$ cat config.mk
export PLATFORM = sky130hd
export DESIGN_NAME = qpll_reset_sequencer
export DESIGN_NICKNAME = d
export VERILOG_FILES = /design/src/rtl/qpll_reset_sequencer.sv
export SDC_FILE = /design/constraint.sdc
export NUM_CORES = 1
export LEC_CHECK = 0
export BUFFER_PORTS_ARGS = -buffer_cell sky130_fd_sc_hd__buf_4
export CAP_MARGIN = 10
export CELL_PAD_IN_SITES_DETAIL_PLACEMENT = 1
export CELL_PAD_IN_SITES_GLOBAL_PLACEMENT = 2
export CORE_UTILIZATION = 41
export CTS_CLUSTER_SIZE = 24
export DETAILED_ROUTE_END_ITERATION = 16
export PLACE_DENSITY = 0.94
export SLEW_MARGIN = 20
export SYNTH_ARGS = -nofsm -noshare
export SYNTH_HDL_FRONTEND = slang
export SYNTH_SLANG_ARGS = --single-unit
$ cat constraint.sdc
create_clock -name clk_125mhz -period 3.8 [get_ports clk_125mhz]
set_input_delay 0.38 -clock clk_125mhz [delete_from_list [all_inputs] [get_ports clk_125mhz]]
set_output_delay 0.38 -clock clk_125mhz [all_outputs]
set_load 0.05 [all_outputs]
$ cat src/rtl/qpll_reset_sequencer.sv
// Power-up, reset and lock supervisor for the GTX quad PLL.
// Sequences QPLLPD/QPLLRESET, qualifies lock, retries and faults.

module qpll_reset_sequencer #(
    parameter int PD_CYCLES    = 64,
    parameter int RESET_CYCLES = 32,
    parameter int LOCK_TIMEOUT = 125000,
    parameter int LOCK_STABLE  = 1024,
    parameter int MAX_RETRY    = 7
) (
    input  logic       clk_125mhz,
    input  logic       rst_n,
    input  logic       start,
    input  logic       qpll_lock,
    input  logic       qpll_refclk_lost,
    output logic       qpll_pd,
    output logic       qpll_reset,
    output logic       qpll_ready,
    output logic       fault,
    output logic [7:0] retry_count,
    output logic [2:0] state
);

    localparam int MAX_A = (PD_CYCLES > RESET_CYCLES) ? PD_CYCLES : RESET_CYCLES;
    localparam int MAX_B = (LOCK_TIMEOUT > LOCK_STABLE) ? LOCK_TIMEOUT : LOCK_STABLE;
    localparam int MAX_C = (MAX_A > MAX_B) ? MAX_A : MAX_B;
    localparam int CW    = $clog2(MAX_C + 1);

    typedef logic [CW-1:0] cnt_t;

    localparam cnt_t       PD_LAST   = cnt_t'(PD_CYCLES - 1);
    localparam cnt_t       RST_LAST  = cnt_t'(RESET_CYCLES - 1);
    localparam cnt_t       TO_LAST   = cnt_t'(LOCK_TIMEOUT - 1);
    localparam cnt_t       ST_LAST   = cnt_t'(LOCK_STABLE - 1);
    localparam logic [7:0] RETRY_LIM = 8'(MAX_RETRY);

    typedef enum logic [2:0] {
        IDLE      = 3'd0,
        PWRDN     = 3'd1,
        RESET     = 3'd2,
        WAIT_LOCK = 3'd3,
        STABLE    = 3'd4,
        READY     = 3'd5,
        FAULT     = 3'd6
    } state_t;

    state_t     state_q, state_d;
    cnt_t       tmr_q, tmr_d;
    cnt_t       to_q, to_d;
    cnt_t       st_q, st_d;
    logic [7:0] retry_q, retry_d, retry_inc;
    logic       fail;
    logic       lock_m, lock_s, lost_m, lost_s;
    logic       pd_q, rst_q, rdy_q, flt_q;
    logic       pd_d, rst_d, rdy_d, flt_d;

    // Bring the asynchronous PLL status pins into the clock domain
    always_ff @(posedge clk_125mhz or negedge rst_n) begin
        if (!rst_n) begin
            lock_m <= 1'b0;
            lock_s <= 1'b0;
            lost_m <= 1'b0;
            lost_s <= 1'b0;
        end else begin
            lock_m <= qpll_lock;
            lock_s <= lock_m;
            lost_m <= qpll_refclk_lost;
            lost_s <= lost_m;
        end
    end

    // State, timers, retry count and registered outputs
    always_ff @(posedge clk_125mhz or negedge rst_n) begin
        if (!rst_n) begin
            state_q <= IDLE;
            tmr_q   <= '0;
            to_q    <= '0;
            st_q    <= '0;
            retry_q <= 8'd0;
            pd_q    <= 1'b1;
            rst_q   <= 1'b1;
            rdy_q   <= 1'b0;
            flt_q   <= 1'b0;
        end else begin
            state_q <= state_d;
            tmr_q   <= tmr_d;
            to_q    <= to_d;
            st_q    <= st_d;
            retry_q <= retry_d;
            pd_q    <= pd_d;
            rst_q   <= rst_d;
            rdy_q   <= rdy_d;
            flt_q   <= flt_d;
        end
    end

    // Next state; priority is start, refclk loss, timeout, then lock
    always_comb begin
        state_d   = state_q;
        tmr_d     = tmr_q;
        to_d      = to_q;
        st_d      = st_q;
        retry_d   = retry_q;
        fail      = 1'b0;
        retry_inc = (retry_q == 8'hFF) ? retry_q : retry_q + 8'd1;
        unique case (state_q)
            IDLE: begin
                state_d = PWRDN;
                tmr_d   = '0;
            end
            PWRDN: begin
                if (lost_s) begin
                    tmr_d = '0;
                end else if (tmr_q == PD_LAST) begin
                    state_d = RESET;
                    tmr_d   = '0;
                end else begin
                    tmr_d = tmr_q + 1'b1;
                end
            end
            RESET: begin
                if (lost_s) begin
                    fail = 1'b1;
                end else if (tmr_q == RST_LAST) begin
                    state_d = WAIT_LOCK;
                    to_d    = '0;
                end else begin
                    tmr_d = tmr_q + 1'b1;
                end
            end
            WAIT_LOCK: begin
                to_d = to_q + 1'b1;
                if (lost_s || to_q == TO_LAST) begin
                    fail = 1'b1;
                end else if (lock_s) begin
                    state_d = STABLE;
                    st_d    = '0;
                end
            end
            STABLE: begin
                to_d = to_q + 1'b1;
                if (lost_s || to_q == TO_LAST) begin
                    fail = 1'b1;
                end else if (!lock_s) begin
                    state_d = WAIT_LOCK;
                end else if (st_q == ST_LAST) begin
                    state_d = READY;
                end else begin
                    st_d = st_q + 1'b1;
                end
            end
            READY: begin
                if (!lock_s || lost_s) begin
                    state_d = PWRDN;
                    tmr_d   = '0;
                    retry_d = 8'd0;
                end
            end
            FAULT: begin
                state_d = FAULT;
            end
            default: begin
                state_d = IDLE;
            end
        endcase
        if (fail) begin
            retry_d = retry_inc;
            tmr_d   = '0;
            state_d = (retry_inc == RETRY_LIM) ? FAULT : PWRDN;
        end
        if (start) begin
            state_d = PWRDN;
            retry_d = 8'd0;
            tmr_d   = '0;
            to_d    = '0;
            st_d    = '0;
        end
    end

    // Decode outputs from the next state so they move with the state
    always_comb begin
        pd_d  = 1'b0;
        rst_d = 1'b0;
        rdy_d = 1'b0;
        flt_d = 1'b0;
        unique case (state_d)
            IDLE, PWRDN: begin
                pd_d  = 1'b1;
                rst_d = 1'b1;
            end
            RESET: rst_d = 1'b1;
            READY: rdy_d = 1'b1;
            FAULT: begin
                pd_d  = 1'b1;
                rst_d = 1'b1;
                flt_d = 1'b1;
            end
            default: ;
        endcase
    end

    assign qpll_pd     = pd_q;
    assign qpll_reset  = rst_q;
    assign qpll_ready  = rdy_q;
    assign fault       = flt_q;
    assign retry_count = retry_q;
    assign state       = state_q;

endmodule

* Yosys cells after proc, flatten, opt, wreduce, memory -nomap -nowiden
Cells that the tools add are included.
** Cells by class
- Shift operators :: 0
- $mul :: 0
- Multiplexer cells :: 45
- $add $sub $neg :: 4
- Bitwise operators :: 0
- Equal/unequal tests :: 26
- $lt $le $gt $ge :: 0
- Div/mod/pow operators :: 0
- Reduce and logical (&&, ||, !) cells :: 17
** Operators by type and width (count)
- 2-to-1 mux 17 bit :: 16
- case mux 17 bit (2 select lines) :: 2
- case mux 17 bit (4 select lines) :: 1
- adder 17 x 1 -> 17 bit, second input constant :: 3
- 2-to-1 mux 8 bit :: 5
- 2-to-1 mux 3 bit :: 13
- inequality test 3 bit, second input constant :: 7
- case mux 3 bit (7 select lines) :: 1
- == test 17 x 10 -> 1 bit, second input constant :: 1
- == test 17 bit, second input constant :: 1
- == test 17 x 5 -> 1 bit, second input constant :: 1
- == test 17 x 6 -> 1 bit, second input constant :: 1
- == test 3 bit, second input constant :: 5
- inequality test 4 bit, second input constant :: 3
- nonzero test 3 bit :: 4
- == test 3 x 2 -> 1 bit, second input constant :: 3
- adder 8 x 1 -> 8 bit, second input constant :: 1
- == test 8 x 3 -> 1 bit, second input constant :: 1
- == test 8 bit, second input constant :: 1
- == test 3 x 1 -> 1 bit, second input constant :: 2
- zero test 3 bit :: 2
- 2-to-1 mux 1 bit :: 6
- AND reduction 6 bit :: 1
- nonzero test 6 bit :: 1
- 9 further kinds :: 10
** Storage, ports and cells
- Bits in read-only memories :: 0
- Latch bits :: 0
- Word-level logic and storage cells :: 105
- Output and inout port bits :: 15
- Input port bits :: 5
- Memories kept :: 0
- Memory bits (writable) :: 0
- Flip-flop bits (word level) :: 70

* Depth between registers and ports, before layout
- Depth after elaboration :: 10
- Mapped depth :: 8
- Mapped depth without buffers :: 7

* Least setup slack after synthesis
No wires, ideal clock.
- Path type :: reg2reg
- From :: register state_q[2], in the netlist state[2]
- To :: register st_q[15]
- Required time :: 3690 ps
- Library setup time :: 110 ps
- Slack :: 1387 ps
- Data arrival time :: 2303 ps
- Path buffers :: 2
- Period minus slack after synthesis :: 2413 ps
- Stages on the path, launching flop included :: 8
- Path through :: dfrtp_1 > or3b_1 > buf_2 > or4_4 > a41oi_4 > buf_6 > o21ai_0 > o41ai_1
** On the way
- Longest elaborated chain between the ends :: 3
- Elaborated cells between the ends (all ways) :: 11
- Classes of those cells :: eq/ne: 7; mux: 2; reduce/logical: 2
** Ends and longest elaborated chain
- from (decl) :: RTL line 47 : state_t state_q, state_d;
- from (signal assigned) :: RTL line 85 : state_q <= state_d;
- == test 3 bit or == test 3 x 2 -> 1 bit (tied branches) :: RTL line 106 : unique case (state_q)
- inequality test 3 bit (no source line), or another cell as far along
- AND reduction 6 bit (no source line) or 2-to-1 mux 17 bit (tied branches)
- to (signal assigned) :: RTL line 88 : st_q <= st_d;
- to (decl) :: RTL line 50 : cnt_t st_q, st_d;
Several ways; a longest one is shown, not always the timed one.
A chain may end at the register's enable or synchronous reset.

* Worst setup path in the final report
- From :: register state_q[2], in the netlist state[2]
- To :: register st_q[11]
Same word-level chain as after synthesis.

==> metrics <==
DR iter-0 viols=155; Sw Pwr=0.351 mW; die area=10,200 um2; top-count cell post-synth=dfrtp_1; clk_lat worst skew=350 ps; Ports=20; # diodes=0; PortBufs=19; Post-Route WL=10,600 um; antenna violations before repair=0; CP required=4030 ps; Power Dens Cells=339 nW/um2; Pins Over Slew Limit=0; total CTS buffers=9; largest net degree at the start of global routing=71; Post-Syn Nets=469; Clock Sinks=70; CP max stage delay=660 ps; Setup Total Neg Slack=0 ps; Synth async-reset ratio=100%; NumNets Final=486; postcts setup bufs=0; dpl hpwl=7320 um; Top FF cell, synth=dfrtp_1; core area=9370 um2; Post-Route M1 WL=5080 um; Internal=1.17 mW; Total GRT Usage=22.7%; worst-path maximum fanout=19; crit-path leading delay family=simple AND/OR/NAND/NOR gates; Reg power frac=49.4%; average size of a mapped cell=8.74 um2; fin crit share=71.1%; drt pass-1 iters=4; Yosys top cell by area=dfrtp_1; H-tree depth=3; # DRC=0; Worst-Margin Slew=906 ps; ranking of synthesized cells by area=dfrtp_1, o21ai_0, nor2_1, a21oi_1, nand3_1; Yosys top cell area share=42.3%; share of post-route cells with drive strength above 1=11.4%; post_cts resized=0; Area after DPL=4260 um2; Critical Path AT=2930 ps; met3 wire len=226 um; DIE HEIGHT=101 um; Horiz. Die Dim=101 um; Rows=35; synthesized area=4020 um2; critical path class=reg2reg; area growth from synthesis to layout=11.6%; Fmax achieved=0.370 GHz; sum of buffers and inverters on the critical path=0; RSZ-0062 raised after global routing=no; combinational fraction of design power=3.8%; #FFs+latches synth=70; fin crit period=2700 ps; Critical Path Start Type=register; status=finished clean; WL/cell=17.4 um; Crit. End Element=register; routed vias/inst=6.01; Ys Warns=0; Max rail drop VDD=0.000166 V; wire length on met2=5210 um; root buf cell=clkbuf_8; CTS max path bufs=2; Sw Share=23.1%; CTS tree=built; vias in the first global route=3,700; Worst Hold Class=in2reg; Starting Density=42.9%; vias=3,670; first-pass GRT wire length=18,400 um; Hold Buf Count CTS=0; Synth Instances=460; clock power share=46.7%; commonest cells in the netlist=dfrtp_1, nor2_1, o21ai_0; Crit-path slowest cell=dfrtp_1; max_cap viols=0; register area share after synthesis=43.6%; worst-path cell chain=or3b_1 -> or4_4 -> a41oi_4 -> nand4b_1 -> a21oi_2; Netlist cell types=65; Final setup viols=0; Fillers=1,127; gpl congestion=0.849; Pleak=1.82 nW; Hold Vio Cnt, Final=0; clock skew=11.7 ps; Detail Route Antenna Nets=0; GRT Residual Overflow=0; EDFF count, synth=0; relative slew slack=39.2%; Top Metal Used=met4; CTS clk-pin slew, worst paths=80 ps; Design Area, Final=4490 um2
[worst register-to-register path, delay by kind of cell, from the launching register on]
kind | cells | cell delay [ps]
AND/OR/NAND/NOR | 3 | 1300
flip-flops | 1 | 660
AO/OA/AOI/OAI | 2 | 630
[final timing paths]
kind / slack, ps / to / depth (start not counted) / startpoint
min reg2reg: 350 / lock_s / 0 / lock_m
min in group asynchronous: 150 / retry_count[7] / 1 / rst_n
min: 140 / lost_m / 1 / qpll_refclk_lost
max reg2reg: 1100 / st_q[11] / 5 / state[2]
max in group asynchronous: 3050 / st_q[4] / 1 / rst_n
max: 1100 / st_q[11] / 5 / state[2]
[flip-flops by register name, indices dropped and copies added (netlist names)]
| signal | cells |
|---|---|
| qpll_reset | 1 |
| qpll_pd | 1 |
| tmr_q | 17 |
| lost_m | 1 |
| fault | 1 |
| lock_m | 1 |
| state | 3 |
| qpll_ready | 1 |
| st_q | 17 |
| lock_s | 1 |
| to_q | 17 |
| retry_count | 8 |
| lost_s | 1 |
[metal layers]
metal  vias up  global-route usage (%)
li1       1727                       -
met4         0                    7.02
met1      1885                    30.6
met5         -                       0
met2        46                    38.1
met3        12                    2.70
[cells by family after synthesis]
logic type / after synthesis / synth area share, %
and+or+nand+nor: 215 / 28.9
AOI/OAI and AO/OA: 135 / 20.6
DFF: 70 / 43.6
buffers and inverters: 26 / 3.42
xor gates and xnor gates: 10 / 2.18
adders and majority gates: 4 / 1.24
[power groups by stage]
stage / combinational, mW / sequential (mW) / clock (mW)
6_report: 0.0582 / 0.751 / 0.710
5_1_grt: 0.0657 / 0.752 / 0.751
3_3_place_gp: 0.0573 / 0.766 / 0
4_1_cts: 0.0600 / 0.751 / 0.722
2_1_floorplan: 0.0325 / 0.764 / 0
3_5_place_dp: 0.0596 / 0.766 / 0
[through the flow]
stage               util, %  instances  total power, mW  setup WS [ps]  hold WS [ps]
floorplan                 -        460            0.797           1390          84.4
global placement       45.4        595            0.823           1150           333
detailed placement     45.4        595            0.826           1100           342
CTS                    47.9        611             1.53           1080           133
global route           47.9        611             1.57            910           134
finish                 47.9        611             1.52           1100           142
[area by class of cell]
class,count,area [um2],area share (%)
well taps,129,161,3.60
inverters,8,30.0,0.669
multi-input cells,364,2130,47.4
repair buffers,24,180,4.01
clock buffers,11,151,3.37
clock inverters,5,81.3,1.81
flip-flops and latches,70,1750,39.1
[cells in the final DEF, fill, tap and decap left out, types with 11 or more instances in the layout]
| cell type | netlist | layout |
|---|---|---|
| nor3_1 | 11 | 11 |
| and3_1 | 12 | 12 |
| nand3_1 | 27 | 27 |
| o21ai_0 | 50 | 49 |
| dfrtp_1 | 68 | 68 |
| clkbuf_8 | 1 | 11 |
| a21oi_1 | 37 | 37 |
| nor2_1 | 51 | 51 |
| nand4_1 | 12 | 12 |
| buf_4 | 2 | 24 |
| or3_1 | 14 | 14 |
| nand2_1 | 33 | 33 |
Note: power is estimated with default switching activity, not from simulation.
